**src/rtl/exe_sequencer.sv**
```systemverilog
// exe_sequencer: steps through a small instruction store and drives one
// `exe` ALU/register-file unit. Each instruction takes two cycles: EXEC
// presents operands and captures exe's combinational result, then WB
// presents the captured result on exe's write port.
//
// Host protocol: i_start is a level sampled on every clock. It is taken
// only in IDLE; a start sampled while busy is dropped, not queued.
// i_abort is sampled only while busy. It wins over halt and
// end-of-store, returns to IDLE on the next edge and never raises
// o_done. There is no ready/acknowledge: o_busy rising is the start
// acknowledge, and o_done is a one-cycle pulse in the first IDLE cycle
// after a program runs to completion.
module exe_sequencer #(
   parameter int DATA_W  = 10,
   parameter int RA_W    = 4,
   parameter int PC_W    = 4,
   parameter int INSTR_W = 28
) (
   input  logic               i_clk,
   input  logic               i_rsn,
   input  logic               i_prog_we,
   input  logic [PC_W-1:0]    i_prog_addr,
   input  logic [INSTR_W-1:0] i_prog_data,
   input  logic               i_start,
   input  logic [PC_W-1:0]    i_start_pc,
   input  logic               i_abort,
   input  logic [DATA_W-1:0]  i_exe_data,
   input  logic [3:0]         i_exe_flag,
   output logic [2:0]         o_oper,
   output logic [RA_W-1:0]    o_reg0,
   output logic [RA_W-1:0]    o_reg1,
   output logic [RA_W-1:0]    o_reg2,
   output logic [DATA_W-1:0]  o_data2,
   output logic [DATA_W-1:0]  o_data,
   output logic               o_imm,
   output logic [PC_W-1:0]    o_pc,
   output logic               o_busy,
   output logic               o_done,
   output logic [DATA_W-1:0]  o_result,
   output logic [3:0]         o_flag,
   output logic [1:0]         o_state
);

   // Instruction field positions.
   localparam int HALT_BIT = 27;
   localparam int IMM_BIT  = 26;
   localparam int OPER_LSB = 23;
   localparam int RD_LSB   = 19;
   localparam int RS0_LSB  = 15;
   localparam int RS1_LSB  = 11;
   localparam int RSVD_BIT = 10;
   localparam int DEPTH    = 2 ** PC_W;

   typedef enum logic [1:0] {
      S_IDLE = 2'd0,
      S_EXEC = 2'd1,
      S_WB   = 2'd2
   } state_t;

   state_t               state_q, state_d;
   logic [PC_W-1:0]      pc_q, pc_d;
   logic [DATA_W-1:0]    result_q;
   logic [3:0]           flag_q;
   logic                 done_q, done_d;
   logic                 capture;
   logic [INSTR_W-1:0]   store [DEPTH];
   logic [INSTR_W-1:0]   instr;
   logic                 last_instr;
   logic                 unused_rsvd;

   // Current instruction is read combinationally from the PC.
   assign instr       = store[pc_q];
   assign unused_rsvd = instr[RSVD_BIT];
   // Stop after this instruction: halt bit, or the last store word (no wrap).
   assign last_instr  = instr[HALT_BIT] || (pc_q == {PC_W{1'b1}});

   // Program store: host writes are accepted only while idle; no reset.
   always_ff @(posedge i_clk) begin
      if (i_prog_we && (state_q == S_IDLE)) begin
         store[i_prog_addr] <= i_prog_data;
      end
   end

   // State, PC, done pulse and captured result/flags.
   always_ff @(posedge i_clk or negedge i_rsn) begin
      if (!i_rsn) begin
         state_q  <= S_IDLE;
         pc_q     <= '0;
         done_q   <= 1'b0;
         result_q <= '0;
         flag_q   <= '0;
      end else begin
         state_q <= state_d;
         pc_q    <= pc_d;
         done_q  <= done_d;
         if (capture) begin
            result_q <= i_exe_data;
            flag_q   <= i_exe_flag;
         end
      end
   end

   // Next-state logic: start from IDLE, EXEC->WB, WB->EXEC or back to IDLE.
   always_comb begin
      state_d = state_q;
      pc_d    = pc_q;
      done_d  = 1'b0;
      capture = 1'b0;
      case (state_q)
         S_IDLE: begin
            if (i_start) begin
               pc_d    = i_start_pc;
               state_d = S_EXEC;
            end
         end
         S_EXEC: begin
            if (i_abort) begin
               state_d = S_IDLE;
            end else begin
               capture = 1'b1;
               state_d = S_WB;
            end
         end
         S_WB: begin
            if (i_abort) begin
               state_d = S_IDLE;
            end else if (last_instr) begin
               state_d = S_IDLE;
               done_d  = 1'b1;
            end else begin
               pc_d    = pc_q + 1'b1;
               state_d = S_EXEC;
            end
         end
         default: begin
            state_d = S_IDLE;
         end
      endcase
   end

   // exe drive: zero in IDLE, operands in EXEC and WB, write port only in WB.
   always_comb begin
      o_oper  = '0;
      o_reg0  = '0;
      o_reg1  = '0;
      o_reg2  = '0;
      o_data2 = '0;
      o_data  = '0;
      o_imm   = 1'b0;
      if ((state_q == S_EXEC) || (state_q == S_WB)) begin
         o_oper = instr[OPER_LSB +: 3];
         o_reg0 = instr[RS0_LSB +: RA_W];
         o_reg1 = instr[RS1_LSB +: RA_W];
         o_imm  = instr[IMM_BIT];
         o_data = instr[DATA_W-1:0];
      end
      if (state_q == S_WB) begin
         o_data2 = result_q;
         // An abort in WB suppresses the write in the same cycle.
         if (!i_abort) begin
            o_reg2 = instr[RD_LSB +: RA_W];
         end
      end
   end

   assign o_pc     = pc_q;
   assign o_busy   = (state_q != S_IDLE);
   assign o_done   = done_q;
   assign o_result = result_q;
   assign o_flag   = flag_q;
   assign o_state  = state_q;

endmodule

```
**config.mk**
```make
export PLATFORM = sky130hd
export DESIGN_NAME = exe_sequencer
export DESIGN_NICKNAME = d
export VERILOG_FILES = /design/src/rtl/exe_sequencer.sv
export SDC_FILE = /design/constraint.sdc
export NUM_CORES = 1
export LEC_CHECK = 0
export CORE_MARGIN = 1.5
export CORE_UTILIZATION = 65
export CTS_BUF_LIST = sky130_fd_sc_hd__clkbuf_8
export DETAILED_ROUTE_END_ITERATION = 10
export PLACE_DENSITY = 0.82
export SLEW_MARGIN = 10
export SYNTH_ARGS = -nofsm -noshare
export SYNTH_HDL_FRONTEND = slang
export SYNTH_SLANG_ARGS = --single-unit
```
**constraint.sdc**
```tcl
create_clock -name i_clk -period 7.7 [get_ports i_clk]
set_clock_uncertainty 0.2 [all_clocks]
set_input_delay 1.54 -clock i_clk [delete_from_list [all_inputs] [get_ports i_clk]]
set_output_delay 1.54 -clock i_clk [all_outputs]
set_load 0.01 [all_outputs]
```
## Word-level counts from Yosys, hierarchy flattened

Memories as Yosys holds them, arrays and structs flattened.
Index checks and enable logic that the tools add are counted.

- $add $sub $neg: 1
- Equal/unequal tests: 6
- Multiplexer cells: 24
- Reduce and logical (&&, ||, !) cells: 7

Operator list:

| cell | count |
|---|---|
| 2-to-1 mux 4 bit | 7 |
| 2-to-1 mux 10 bit | 2 |
| 2-to-1 mux 1 bit | 10 |
| case mux 4 bit (2 select lines) | 1 |
| inequality test 2 bit, second input constant | 3 |
| case mux 2 bit (3 select lines) | 1 |
| adder 4 x 1 -> 4 bit, second input constant | 1 |
| == test 4 bit, second input constant | 1 |
| 2-to-1 mux 2 bit | 2 |
| AND reduction 4 bit | 1 |
| nonzero test 2 bit | 2 |
| 2-to-1 mux 3 bit | 1 |
| == test 2 x 1 -> 1 bit, second input constant | 1 |
| == test 2 bit, second input constant | 1 |
| logical NOT 2 bit | 1 |
| logical OR 1 bit | 2 |
| logical AND 1 bit | 1 |

- Flip-flop bits (word level): 21
- RAM bits: 448
- Bits of input ports: 55
- Output and inout bits: 58
- Logic and storage cells: 44
- Memories: 1

Memory list:

| name | depth | bits a word | rd ports | clocked after Yosys merged registers in | wr ports | RTL line | RTL |
|---|---|---|---|---|---|---|---|
| store | 16 | 28 | 1 | 0 | 1 | 66 | `logic [INSTR_W-1:0] store [DEPTH];` |

## Logic depth before layout (Yosys ltp)

- Depth in word-level cells: 5
- Mapped depth: 8

## Least setup slack after synthesis

OpenSTA, ideal clock, no wires.

- Kind: input to register
- Start point: input port i_prog_we
- End point: memory store[0][0], enable pin
- Arrival: 3.854 ns
- Data required time: 7.055 ns
- Slack: 3.201 ns
- Cell stages on the path: 3
- Buffers on the path: 0
- Cells stage by stage: nand2_1 or3_1 nor3_1

- Cells in the longest elaborated chain, start to end: 3

Ends and longest elaborated chain:

| item | RTL line | RTL |
|---|---|---|
| from (decl) | 21 | `input logic i_prog_we,` |
| logical AND 1 bit | 79 | `if (i_prog_we && (state_q == S_IDLE)) begin` |
| 2-to-1 mux 1 bit | 79 |  |
| 2-to-1 mux 1 bit (implied by the code) | 80 | `store[i_prog_addr] <= i_prog_data;` |
| to (decl) | 66 |  |

No other way between the ends.

## Final worst setup path

- Start point: register pc_q[0] (netlist: o_pc[0])
- End point: output port o_data[0]

- Cells in the longest elaborated chain, start to end: 2

Ends and longest elaborated chain:

| item | RTL line | RTL |
|---|---|---|
| from (decl) | 61 | `logic [PC_W-1:0] pc_q, pc_d;` |
| from (signal assigned) | 94 | `pc_q <= pc_d;` |
| memory (16 x 28 bit) | n/a |  |
| 2-to-1 mux 10 bit | 150 | `if ((state_q == S_EXEC) \|\| (state_q == S_WB)) begin` |
| to (decl) | 34 | `output logic [DATA_W-1:0] o_data,` |

No other way between the ends.

==> out/qor.yml <==
required_ns: 5.96
core_area_sq_um: 26800
yosysWarnings: 0
maxCapViolCount: 0
start_util_pct: 65.8
r2r-end: "o_pc[1]$_DFFE_PN0P_"
cts_setup_buffers: 0
cp.buffers_inverters: 2
grt_pass1_wl_mm: 54.3
power_leakage_uw: 0.00659
placed_cell_area_sq_um: 19200
synth-edff-count: 432
avgSynthCellArea_sq_um: 23.1
power.switching_uw: 1910
combinationalPowerShare_pct: 28.7
status: "complete, no violations"
r2r_start: "o_pc[1]$_DFFE_PN0P_"
p_clk_share_pct: 26.6
yosysSeqAreaShare_pct: 76.6
critPathTopFamily: "flip-flops"
die_w_microns: 168
p_int_uw: 4920
synth_xor_area_share_pct: 0
worstMarginPinSlew_ns: 1.23
synth_fa_ha_area_share_pct: 0.355
end_kind: "output pin"
synth_mux_area_share_pct: 18.2
cts-root-buf: "clkbuf_8"
cts_resized: 0
relSlewSlack_pct: 17.8
syn_inst: 764
drive_gt1_share_pct: 28.9
grt_pass1_vias: 9138
grt_util_all_layers_pct: 27.3
switching_share_pct: 27.9
report.final.slew_viol_count: 0
hp-class: "flop to flop"
ys_seq_elements: 453
rsz0062_at_grt: "false"
clkTransAtPathRegs_ns: 0.06
overflow: 0
crit_path_max_incr_delay_ns: 1.07
row_count: 60
max_freq_mhz: 173
worstPathArrival_ns: 4.06
crit_type: "flop to output pin"
synth-compound-area-share_pct: 0.689
crit_path_frequent_cell: "mux4_2"
syn_nets: 824
routed_wl_mm: 36.8
whs_path_depth: 1
drt_iter0_drc: 1068
num_io_pins: 113
num_vias: 8609
hold_viol: 0
path_cells: "buf_12 > mux4_2 > mux4_2 > and2_1 > clkdlybuf4s50_1"
io_buffers: 111
clkSinkCount: 453
pwr-share-seq_pct: 44.7
cp_max_fo: 68
ant_nets: 0
synth-main-ff-cell: "edfxtp_1"
clk_latency_ns: 0.57
utilization_pct: 76.3
viasPerCell: 6.54
numCtsBuffers: 69
ctsHoldBuffers: 0
finalNetCount: 985
total_power_uw: 6830
wl_per_cell_microns: 28.0
antenna_found_initial: 1
reg2reg_depth: 6
setup_tns_ns: 0
synth-simple-area-share_pct: 2.82
htreeDepth: 3
cp_slowest_cell: "dfrtp_4"
ir_worst_vdd_v: 0.000260
period_minus_slack_ns: 5.80
area_growth_pct: 16.0
drc: 0
drt_first_pass_iters: 5
cts_tree: "built"
routabilityCongestion: 0.852
dieHeight_microns: 168
hold_end: "o_flag[1]$_DFFE_PN0P_"
synth_cell_types: 38
async_flop_share_pct: 4.64
dp_hpwl_mm: 19.6
synth_top_family_by_area: "multiplexers"
critPathLaunchType: "flop"
final.period_utilization_pct: 75.3
cts.path.max_buffers: 3
die_area_sq_um: 28100
syn_area_sq_um: 17600
rrSetupSlack_ns: 4.08
cellPowerDensity_nw_per_um2: 334
min_from: "o_flag[1]$_DFFE_PN0P_"
final_area_sq_um: 20400
setup_viol: 0
grt_max_degree: 80
==> area by class of cell <==
class                   count  area [sq um]
diodes                      1          2.50
clock buffers              73          1000
clock inverters            47           260
fillers                  1367          6360
inverters                   5          18.8
multi-input cells         265          3950
flip-flops and latches    453         13500
well taps                 341           427
repair buffers            131          1270
==> worst max-delay path by stage <==
| stage | from | to | slack [ns] | cells after the start |
|---|---|---|---|---|
| finish | o_pc[0]$_DFFE_PN0P_ | o_data[0] | 1.90 | 5 |
| floorplan | i_prog_we | store[0][0]$_DFFE_PP_ | 3.20 | 3 |
| detailed placement | o_pc[0]$_DFFE_PN0P_ | o_reg0[3] | 2.46 | 5 |
| global route | o_pc[0]$_DFFE_PN0P_ | o_data[0] | 1.66 | 5 |
| global placement | o_pc[0]$_DFFE_PN0P_ | o_data[0] | 2.50 | 5 |
| CTS | o_pc[0]$_DFFE_PN0P_ | o_data[2] | 1.84 | 5 |
==> cells in the mapped netlist, types with 5 or more instances <==
| cell | instances | area share (%) |
|---|---|---|
| edfxtp_1 | 432 | 74 |
| mux4_2 | 130 | 17 |
| and2_1 | 32 | 1.1 |
| dfrtp_1 | 21 | 3.0 |
| mux2_2 | 20 | 1.3 |
| nor2_1 | 19 | 0.40 |
| buf_2 | 15 | 0.43 |
| clkbuf_1 | 10 | 0.21 |
| nand2_1 | 10 | 0.21 |
| buf_1 | 7 | 0.15 |
| buf_4 | 7 | 0.30 |
| nor2b_1 | 7 | 0.25 |
| nor3_1 | 6 | 0.17 |
| ha_1 | 5 | 0.35 |
| inv_1 | 5 | 0.11 |
| mux2i_1 | 5 | 0.28 |
==> state kept, by name, summed over array words and instances (netlist names) <==
register / cells
o_pc: 4
o_done: 1
store: 432
o_state: 2
o_result: 10
o_flag: 4
==> cells by family after synthesis <==
group | Yosys count
flops | 453
mux | 156
simple gates | 88
buf+inv | 46
compound gates | 16
fa+ha+maj | 5
==> worst reg2reg max path, stage by stage (launching register included) <==
cell and delay, ns:
dfrtp_4 1.16, buf_4 0.68, mux2i_1 0.19, a22o_1 0.24
nor4_4 0.44, o31a_1 0.26, mux2_1 0.33
==> through the flow <==
stage                     hold slack (ns)  setup slack (ns)  std cells
after floorplan                     0.351              3.20        764
after global placement              0.288              2.50       1195
after detailed placement            0.302              2.46       1195
after CTS                           0.314              1.84       1315
after global routing                0.330              1.66       1315
final                               0.310              1.90       1316
==> power by group through the flow <==
stage          sequential (uW)  clock (uW)  combinational [uW]
6_report                  3060        1820                1960
5_1_grt                   3080        1950                2070
2_1_floorplan             2920           0                1440
3_5_place_dp              3110           0                1950
4_1_cts                   3060        1850                1970
3_3_place_gp              3100           0                1900
==> routing by layer <==
metal  GRT usage, %  share of wire (%)  up-vias
met1           36.6                 38     4438
met4           10.1                2.6        0
met2           44.5                 50      531
met3           6.38                9.6      100
li1               -                  -     3540
met5              0                  0        -
==> placed cells by master, fill, tap and decap left out, types with 3 or more instances in the layout <==
cell,netlist,routed
and2_1,32,32
buf_4,7,19
clkbuf_8,0,73
clkdlybuf4s50_1,0,111
clkinv_1,0,11
clkinv_2,0,10
dfrtp_1,21,17
edfxtp_1,432,432
ha_1,5,5
inv_1,5,25
mux2_2,20,20
mux2i_1,5,5
mux4_2,130,130
nand2_1,10,10
nand2b_1,3,3
nor2_1,19,7
nor2_2,0,12
nor2b_1,7,7
nor3_2,0,4
nor3b_1,3,3
(Power assumes the default switching activity.)
